**src/rtl/rom_pkg.sv**
```systemverilog
// Shared types and iNES image constants for the ROM loader and rom_master.
package rom_pkg;

  typedef enum logic [1:0] {
    LD_IDLE,
    LD_LOAD,
    LD_DONE,
    LD_ERROR
  } rom_ld_state_t;

  typedef enum logic [1:0] {
    RX_IDLE,
    RX_START,
    RX_DATA,
    RX_STOP
  } rx_state_t;

  localparam logic [31:0] INES_MAGIC     = 32'h4E45531A;
  localparam int unsigned INES_HDR_BYTES = 16;
  localparam int unsigned PRG_BYTES      = 16384;
  localparam int unsigned CHR_BYTES      = 8192;
  localparam logic [15:0] CHR_BASE       = 16'h4010;

  // Offsets 0-7 of an NROM header; offsets 6/7 only need mapper nibble zero.
  function automatic logic hdr_byte_ok(input logic [2:0] off, input logic [7:0] b);
    case (off)
      3'd0:    return b == INES_MAGIC[31:24];
      3'd1:    return b == INES_MAGIC[23:16];
      3'd2:    return b == INES_MAGIC[15:8];
      3'd3:    return b == INES_MAGIC[7:0];
      3'd4:    return b == 8'h01;
      3'd5:    return b == 8'h01;
      default: return b[7:4] == 4'h0;
    endcase
  endfunction

endpackage

```
**src/rtl/uart_rx.sv**
```systemverilog
// 8N1 LSB-first serial receiver with 2-flop input synchroniser and start-bit glitch rejection.
module uart_rx
  import rom_pkg::*;
#(
  parameter int unsigned CLKS_PER_BIT = 186
) (
  input  logic       i_clk,
  input  logic       i_rst,
  input  logic       i_din,
  output logic       o_rx_valid,
  output logic [7:0] o_rx_byte,
  output logic       o_rx_ferr
);

  localparam int unsigned    CW       = $clog2(CLKS_PER_BIT);
  localparam logic [CW-1:0]  CNT_HALF = CW'(CLKS_PER_BIT / 2 - 1);
  localparam logic [CW-1:0]  CNT_FULL = CW'(CLKS_PER_BIT - 1);

  rx_state_t     r_state;
  logic          r_din_s1, r_din_s2, r_din_prev;
  logic [CW-1:0] r_cnt;
  logic [2:0]    r_bit;
  logic [7:0]    r_shift;

  always_ff @(posedge i_clk or posedge i_rst) begin
    if (i_rst) begin
      r_din_s1   <= 1'b1;
      r_din_s2   <= 1'b1;
      r_din_prev <= 1'b1;
      r_state    <= RX_IDLE;
      r_cnt      <= '0;
      r_bit      <= '0;
      r_shift    <= '0;
      o_rx_valid <= 1'b0;
      o_rx_ferr  <= 1'b0;
      o_rx_byte  <= '0;
    end else begin
      r_din_s1   <= i_din;
      r_din_s2   <= r_din_s1;
      r_din_prev <= r_din_s2;
      o_rx_valid <= 1'b0;
      o_rx_ferr  <= 1'b0;
      case (r_state)
        RX_IDLE: begin
          if (r_din_prev && !r_din_s2) begin
            r_state <= RX_START;
            r_cnt   <= '0;
          end
        end
        RX_START: begin
          if (r_cnt == CNT_HALF) begin
            r_cnt <= '0;
            r_bit <= '0;
            r_state <= r_din_s2 ? RX_IDLE : RX_DATA;
          end else begin
            r_cnt <= r_cnt + 1'b1;
          end
        end
        RX_DATA: begin
          if (r_cnt == CNT_FULL) begin
            r_cnt   <= '0;
            r_shift <= {r_din_s2, r_shift[7:1]};
            if (r_bit == 3'd7) r_state <= RX_STOP;
            else               r_bit   <= r_bit + 1'b1;
          end else begin
            r_cnt <= r_cnt + 1'b1;
          end
        end
        RX_STOP: begin
          if (r_cnt == CNT_FULL) begin
            r_cnt   <= '0;
            r_state <= RX_IDLE;
            if (r_din_s2) begin
              o_rx_valid <= 1'b1;
              o_rx_byte  <= r_shift;
            end else begin
              o_rx_ferr <= 1'b1;
            end
          end else begin
            r_cnt <= r_cnt + 1'b1;
          end
        end
        default: r_state <= RX_IDLE;
      endcase
    end
  end

endmodule

```
**src/rtl/rom_loader.sv**
```systemverilog
// Serial iNES loader: writes each received byte at its file offset, holding CPU/PPU in reset.
// Optional header check enabled by ROM_LOADER_HDR_CHECK_EN.
module rom_loader
  import rom_pkg::*;
#(
  parameter int unsigned CLKS_PER_BIT = 186,
  parameter int unsigned IMAGE_BYTES  = INES_HDR_BYTES + PRG_BYTES + CHR_BYTES
) (
  input  logic        clk,
  input  logic        rst,
  input  logic        prg_ctrl,
  input  logic        din,
  output logic        wr_en,
  output logic [15:0] wr_addr,
  output logic [7:0]  wr_data,
  output logic        busy,
  output logic        done,
  output logic        err,
  output logic        cpu_hold
);

  localparam logic [15:0] IMG_END = 16'(IMAGE_BYTES);

  rom_ld_state_t r_state;
  logic [15:0]   r_cnt;
  logic          r_prg_s1, r_prg_s2, r_prg_prev;
  logic          w_prg_rise;
  logic          w_rx_valid, w_rx_ferr, w_hdr_bad;
  logic [7:0]    w_rx_byte;

  uart_rx #(.CLKS_PER_BIT(CLKS_PER_BIT)) u_rx (
    .i_clk      (clk),
    .i_rst      (rst),
    .i_din      (din),
    .o_rx_valid (w_rx_valid),
    .o_rx_byte  (w_rx_byte),
    .o_rx_ferr  (w_rx_ferr)
  );

  assign w_prg_rise = r_prg_s2 && !r_prg_prev;

`ifdef ROM_LOADER_HDR_CHECK_EN
  assign w_hdr_bad = (r_cnt < 16'd8) && !hdr_byte_ok(r_cnt[2:0], w_rx_byte);
`else
  assign w_hdr_bad = 1'b0;
`endif

  always_ff @(posedge clk or posedge rst) begin
    if (rst) begin
      r_prg_s1   <= 1'b0;
      r_prg_s2   <= 1'b0;
      r_prg_prev <= 1'b0;
      r_state    <= LD_IDLE;
      r_cnt      <= '0;
      wr_en      <= 1'b0;
      wr_addr    <= '0;
      wr_data    <= '0;
      busy       <= 1'b0;
      done       <= 1'b0;
      err        <= 1'b0;
      cpu_hold   <= 1'b0;
    end else begin
      r_prg_s1   <= prg_ctrl;
      r_prg_s2   <= r_prg_s1;
      r_prg_prev <= r_prg_s2;
      wr_en      <= 1'b0;
      // Restart outranks a byte arriving on the same cycle; that byte is dropped.
      if (w_prg_rise) begin
        r_state  <= LD_LOAD;
        r_cnt    <= '0;
        busy     <= 1'b1;
        cpu_hold <= 1'b1;
        done     <= 1'b0;
        err      <= 1'b0;
      end else if (r_state == LD_LOAD) begin
        if (r_cnt == IMG_END) begin
          r_state  <= LD_DONE;
          busy     <= 1'b0;
          cpu_hold <= 1'b0;
          done     <= 1'b1;
        end else if (w_rx_ferr || (w_rx_valid && w_hdr_bad)) begin
          r_state <= LD_ERROR;
          busy    <= 1'b0;
          err     <= 1'b1;
        end else if (w_rx_valid) begin
          wr_en   <= 1'b1;
          wr_addr <= r_cnt;
          wr_data <= w_rx_byte;
          r_cnt   <= r_cnt + 16'd1;
        end
      end
    end
  end

endmodule

```
**config.mk**
```make
export PLATFORM = sky130hd
export DESIGN_NAME = rom_loader
export DESIGN_NICKNAME = d
export VERILOG_FILES = /design/src/rtl/rom_pkg.sv /design/src/rtl/uart_rx.sv /design/src/rtl/rom_loader.sv
export SDC_FILE = /design/constraint.sdc
export NUM_CORES = 1
export LEC_CHECK = 0
export BUFFER_PORTS_ARGS = -buffer_cell sky130_fd_sc_hd__buf_2
export CAP_MARGIN = 10
export CORE_AREA = 5 5 105 107
export CTS_BUF_LIST = sky130_fd_sc_hd__clkbuf_2
export DETAILED_ROUTE_END_ITERATION = 10
export DIE_AREA = 0 0 110 112
export PLACE_DENSITY = 0.53
export SLEW_MARGIN = 20
export SYNTH_ARGS = -nofsm -noshare
export SYNTH_HDL_FRONTEND = slang
export SYNTH_SLANG_ARGS = --single-unit
```
**constraint.sdc**
```tcl
create_clock -name clk -period 5.26 [get_ports clk]
set_input_delay 0.263 -clock clk [delete_from_list [all_inputs] [get_ports clk]]
set_output_delay 0.263 -clock clk [all_outputs]
set_load 0.02 [all_outputs]
```
== Word level (Yosys, flattened, before mapping) ==
Index checks and enable logic that the tools add are counted.
Storage, ports and cells
  output and inout bits: 29
  bits of input ports: 4
  bits in registers: 84
  logic and storage cells: 114
Operators by class
  muxes and demuxes: 49
  bitwise gates (word level): 3
  equality and inequality tests: 16
  reductions and logical operators: 21
  add/sub/neg operators: 3
Operators by type and width (number)
  16-bit 2-to-1 mux: 5
  1-bit 2-to-1 mux: 25
  8-bit 2-to-1 mux: 3
  8-bit one-hot mux with 3 select lines: 1
  2-bit 2-to-1 mux: 10
  16-bit by 1-bit adder with 16-bit output, second input constant: 1
  16-bit by 15-bit equality test with 1-bit output, second input constant: 1
  2-bit by 1-bit != test with 1-bit output, second input constant: 5
  5-bit AND reduction: 2
  2-bit nonzero test: 5
  3-bit 2-to-1 mux: 3
  8-bit by 1-bit adder with 8-bit output, second input constant: 1
  8-bit by 7-bit equality test with 1-bit output, second input constant: 1
  8-bit equality test, second input constant: 1
  2-bit one-hot mux with 4 select lines: 1
  4-bit AND reduction: 2
  2-bit != test, second input constant: 3
  3-bit one-hot mux with 2 select lines: 1
  2-bit AND reduction: 3
  3-bit AND reduction: 2
  2-bit by 1-bit equality test with 1-bit output, second input constant: 2
  2-bit equality test, second input constant: 2
  3-bit by 1-bit adder with 3-bit output, second input constant: 1
  3-bit equality test, second input constant: 1
  6 further kinds: 10

== Depth between registers and ports, before layout ==
  depth after elaboration: 6
  mapped depth: 7
  gate-level depth less buffers: 6

== Cells and area by module ==
A second synthesis with hierarchy kept.
Second synthesis, totals
  cell total of the unflattened synthesis: 323
  area, all modules: 3761.1 um2
By module, submodules not included
  rom_loader: times used 1, cells each 189, area an instance 2205.9 um2, sequential area each 1251.2 um2
  uart_rx: times used 1, cells each 134, area an instance 1555.2 um2, sequential area each 854.6 um2

== Worst setup path after synthesis ==
No wires, ideal clock.
  kind: flip-flop to flip-flop
  start point: register r_cnt[0]
  end point: register wr_addr[10]
  cell stages (with the launch flop): 8
  clock period less this slack: 1937 ps
  data required time: 5132 ps
  path slack: 3323 ps
  setup time: 128 ps
  buffers on the path: 1
  arrival time: 1810 ps
  cell sequence: dfrtp_1 -> inv_1 -> ha_1 -> nor4b_1 -> nand4_1 -> nand3_2 -> buf_6 -> mux2_1
Between the ends
  word-level cells in the longest chain between the ends: 3
RTL lines
  start: declaration: line rom_loader.sv:25  | logic [15:0] r_cnt;
  start signal: assignment: line rom_loader.sv:89  | r_cnt <= r_cnt + 16'd1;
  16-bit by 15-bit equality test with 1-bit output: line rom_loader.sv:76  | if (r_cnt == IMG_END) begin
  1-bit NOT (no line)
  5-bit AND reduction (no line)
  end signal: assignment: line rom_loader.sv:87  | wr_addr <= r_cnt;
  end: declaration: line rom_loader.sv:14  | output logic [15:0] wr_addr,
Every way passes these cells.
A chain may end at the register's enable or synchronous reset.

== Worst setup path in the final report ==
  start point: register r_cnt[0]
  end point: register wr_addr[13]
Same word-level chain as after synthesis.

==> flow_metrics.py <==
metrics = {
    "sta": {
        "hold_slack_ps": 167.2,
        "hold_viol": 0,
        "rsz0062_at_grt": "false",
        "max_slew_margin_pct": 37.61,
        "fmax_mhz": 422.4,
        "max_slew.worst_pin.slew_ps": 935.8,
        "finalSetupViolations": 0,
        "final_tns_setup_ps": 0,
        "slew_viol_final": 0,
        "final_min_period_over_clock_period_pct": 45.01,
        "minimum_period_implied_by_the_final_worst_setup_slack_ps": 2367,
        "final_setup_skew_ps": 32.74,
    },
    "die": {
        "initial_utilization_pct": 36.72,
        "die-height_um": 112,
        "coreArea_mm2": 0.01005,
        "std_cell_rows": 37,
        "fp.dieArea_mm2": 0.01232,
        "floorplan.die.width_um": 110,
        "io-pin-count": 33,
    },
    "synth": {
        "synthTopCellsByArea": "sky130_fd_sc_hd__dfrtp_1 (55%), sky130_fd_sc_hd__mux2_1 (7.9%), sky130_fd_sc_hd__mux2_2 (4.3%)",
        "synthDominantAreaCellType": "sky130_fd_sc_hd__dfrtp_1",
        "synth_top_flop_cell": "sky130_fd_sc_hd__dfrtp_1",
        "synth-async-reset-ratio_pct": 100.0,
        "synthDominantCellAreaShare_pct": 54.95,
        "synth_seq_cells": 84,
        "syn-cell-area_mm2": 0.003689,
        "synth_enable_flop_cells": 0,
        "syn_inst": 313,
        "ys_types": 47,
        "sequential_fraction_of_the_synthesis_area_pct": 57.09,
        "mappedNetlistNets": 324,
        "synthesis.yosys.warnings": 0,
        "syn_avg_cell_area_um2": 11.78,
    },
    "clock_network": {
        "clk_pin_slew_worst_paths_ps": 210,
        "clockRootBuffer": "sky130_fd_sc_hd__clkbuf_2",
        "clock_latency_ps": 510,
        "cts_resized": 0,
        "clock_sink_count": 84,
        "cts.path.max_buffers": 2,
        "cts_tree": "yes",
        "cts-htree-levels": 3,
        "number_of_buffers_added_by_the_clock_tree_synthesis_step": 9,
    },
    "worst_setup_path": {
        "worst-endpoint-required_ps": 5640,
        "path_buf_inv": 1,
        "worstSetupEndpointType": "flip-flop",
        "worst_setup_path_start_kind": "flip-flop",
        "critical_path.top_delay_family": "simple AND/OR/NAND/NOR gates",
        "crit_path_max_fanout": 25,
        "timing.critical_path.arrival_ps": 2750,
        "critPathKind": "flip-flop to flip-flop",
        "path_cells": "inv_1 -> ha_1 -> nor4b_1 -> nand4_1 -> nand3_2 -> mux2_1",
        "crit_path_top_delay_cell": "sky130_fd_sc_hd__nand3_2",
        "slowest_cell_delay_on_critical_path_ps": 580,
    },
    "placed_design": {
        "placedInstanceArea_mm2": 0.003984,
        "place_hpwl_mm": 4.508,
        "port_buffers": 32,
        "place_congestion": 0.7746,
    },
    "global_route": {
        "grtUsageTotal_pct": 12.00,
        "grt_antenna_before_repair": 0,
        "number_of_global_route_vias_before_repair": 2345,
        "grt_pass1_wl_mm": 11.77,
        "grt-ovfl-total": 0,
        "pin_count_of_the_biggest_net_entering_global_routing": 75,
    },
    "final_layout": {
        "syn2layout_area_growth_pct": 11.74,
        "commonest_non_fill_non_tap_cells_in_the_layout": "sky130_fd_sc_hd__dfrtp_1 (81), sky130_fd_sc_hd__buf_2 (32), sky130_fd_sc_hd__mux2_1 (26)",
        "antenna_cells": 0,
        "final_area_mm2": 0.004121,
        "finalCoreUtilization_pct": 41.03,
        "layout.cells.most_common": "sky130_fd_sc_hd__dfrtp_1",
        "layout-drive-gt1-share_pct": 20.51,
        "num-nets-final": 362,
    },
    "pwr": {
        "power-per-cell-area_mw_per_mm2": 282.2,
        "clock_power_share_pct": 27.4,
        "ir_drop_mv": 0.1559,
        "net_switching_uw": 329.7,
        "internal_dissipation_uw": 833.5,
        "static-leakage-power_uw": 0.002081,
        "comb_power_share_pct": 10.6,
        "fraction_of_power_spent_switching_nets_pct": 28.34,
        "post-layout-total-power_uw": 1163,
        "sequentialPowerShare_pct": 61.9,
    },
    "detailed_routing": {
        "detail_route.drc_violations": 0,
        "route.detailed.wl_per_inst_um": 13.44,
        "initialDrtViolationCount": 65,
        "drt.antenna.violating_nets": 0,
        "number_of_vias_after_detailed_routing": 2358,
        "final_wirelength_mm": 6.612,
        "detail_route.first_pass.iterations": 4,
        "drt-vias-per-instance": 4.793,
    },
    "run_status": {
        "run_status": "finished, final reports clean",
    },
    "hold_path": {
        "worst_hold_path_type": "input port to asynchronous set/reset pin",
    },
    "flow_run": {
        "max_cap_viol_count": 0,
    },
}
==> logic make-up (layout without fill, tap and decap cells) <==
family / after synthesis / after routing / synth area share (%)
and+or+nand+nor: 100 / 100 / 14.93
muxes: 44 / 44 / 13.30
AOI/OAI and AO/OA: 41 / 41 / 6.818
DFF: 84 / 84 / 57.09
adders and majority gates: 7 / 7 / 2.374
xor gates and xnor gates: 9 / 9 / 2.137
buffers and inverters: 28 / 71 / 3.358
==> repair_timing <==
item                                   4_1_cts  5_1_grt
hold buffers                                 3        0
endpoints found under the hold margin       12        0
buffers inserted                             0        0
==> power by group through the flow <==
stage | sequential (uW) | combinational [uW] | clock [uW]
final | 720 | 124 | 319
after global routing | 729 | 146 | 370
after CTS | 720 | 126 | 341
after detailed placement | 731 | 124 | 0
after global placement | 729 | 123 | 0
after floorplan | 708 | 112 | 0
==> through the flow <==
step | std cells | setup WS, ps
after global placement | 473 | 2946
after floorplan | 313 | 2837
after global routing | 492 | 2717
final | 492 | 2893
after detailed placement | 473 | 2860
after CTS | 492 | 2818
==> cell type report <==
| cell class | instances | area, um2 |
|---|---|---|
| inverters | 18 | 68.82 |
| multi-input cells | 201 | 1464 |
| fillers | 985 | 5924 |
| clock inverters | 5 | 52.55 |
| well taps | 136 | 170.2 |
| clock buffers | 11 | 55.05 |
| flip-flops and latches | 84 | 2106 |
| repair buffers | 37 | 205.2 |
==> worst register-to-register path: stages (launching register included) <==
cell	delay, ps
sky130_fd_sc_hd__dfrtp_1	460
sky130_fd_sc_hd__inv_1	70
sky130_fd_sc_hd__ha_1	130
sky130_fd_sc_hd__nor4b_1	310
sky130_fd_sc_hd__nand4_1	320
sky130_fd_sc_hd__nand3_2	580
sky130_fd_sc_hd__mux2_1	380
==> sequential cells by signal (all words and copies together), names as in the netlist, 2 cells and up, named ones only <==
signal          cells
r_cnt              16
r_state             2
u_rx.o_rx_byte      8
u_rx.r_bit          3
u_rx.r_cnt          8
u_rx.r_shift        8
wr_addr            16
wr_data             8
==> cell usage after synthesis (4+ instances only) <==
library cell and n:
sky130_fd_sc_hd__mux2_1 26, sky130_fd_sc_hd__nand2_1 25, sky130_fd_sc_hd__xor2_1 6, sky130_fd_sc_hd__a21oi_1 9, sky130_fd_sc_hd__dfrtp_1 81, sky130_fd_sc_hd__nand2b_1 4
sky130_fd_sc_hd__nand3_1 8, sky130_fd_sc_hd__o21ai_0 13, sky130_fd_sc_hd__clkbuf_1 5, sky130_fd_sc_hd__ha_1 7, sky130_fd_sc_hd__nand4_1 9, sky130_fd_sc_hd__nor2_1 18
sky130_fd_sc_hd__and3_1 5, sky130_fd_sc_hd__mux2i_1 4, sky130_fd_sc_hd__inv_1 18, sky130_fd_sc_hd__mux2_2 14
==> final timing paths <==
check,startpoint,end,slack (ps),depth (start not counted)
worst max-delay path,r_cnt[0],wr_addr[13],2890,6
worst min-delay path,rst,u_rx.r_bit[1],170,3
worst max register to register,r_cnt[0],wr_addr[13],2890,6
worst min register to register,u_rx.r_din_s1,u_rx.r_din_s2,370,0
max in group asynchronous,rst,wr_addr[12],3910,4
min in group clk,din,u_rx.r_din_s1,370,2
==> metal layers <==
metal | global-route usage [%] | share of wire, % | up-vias
met5 | 0 | 0 | -
met4 | 2.494 | 0.77 | 0
met3 | 4.348 | 3.3 | 4
met2 | 18.69 | 48 | 25
met1 | 16.04 | 48 | 1149
li1 | - | - | 1180
(Power assumes the default switching activity.)
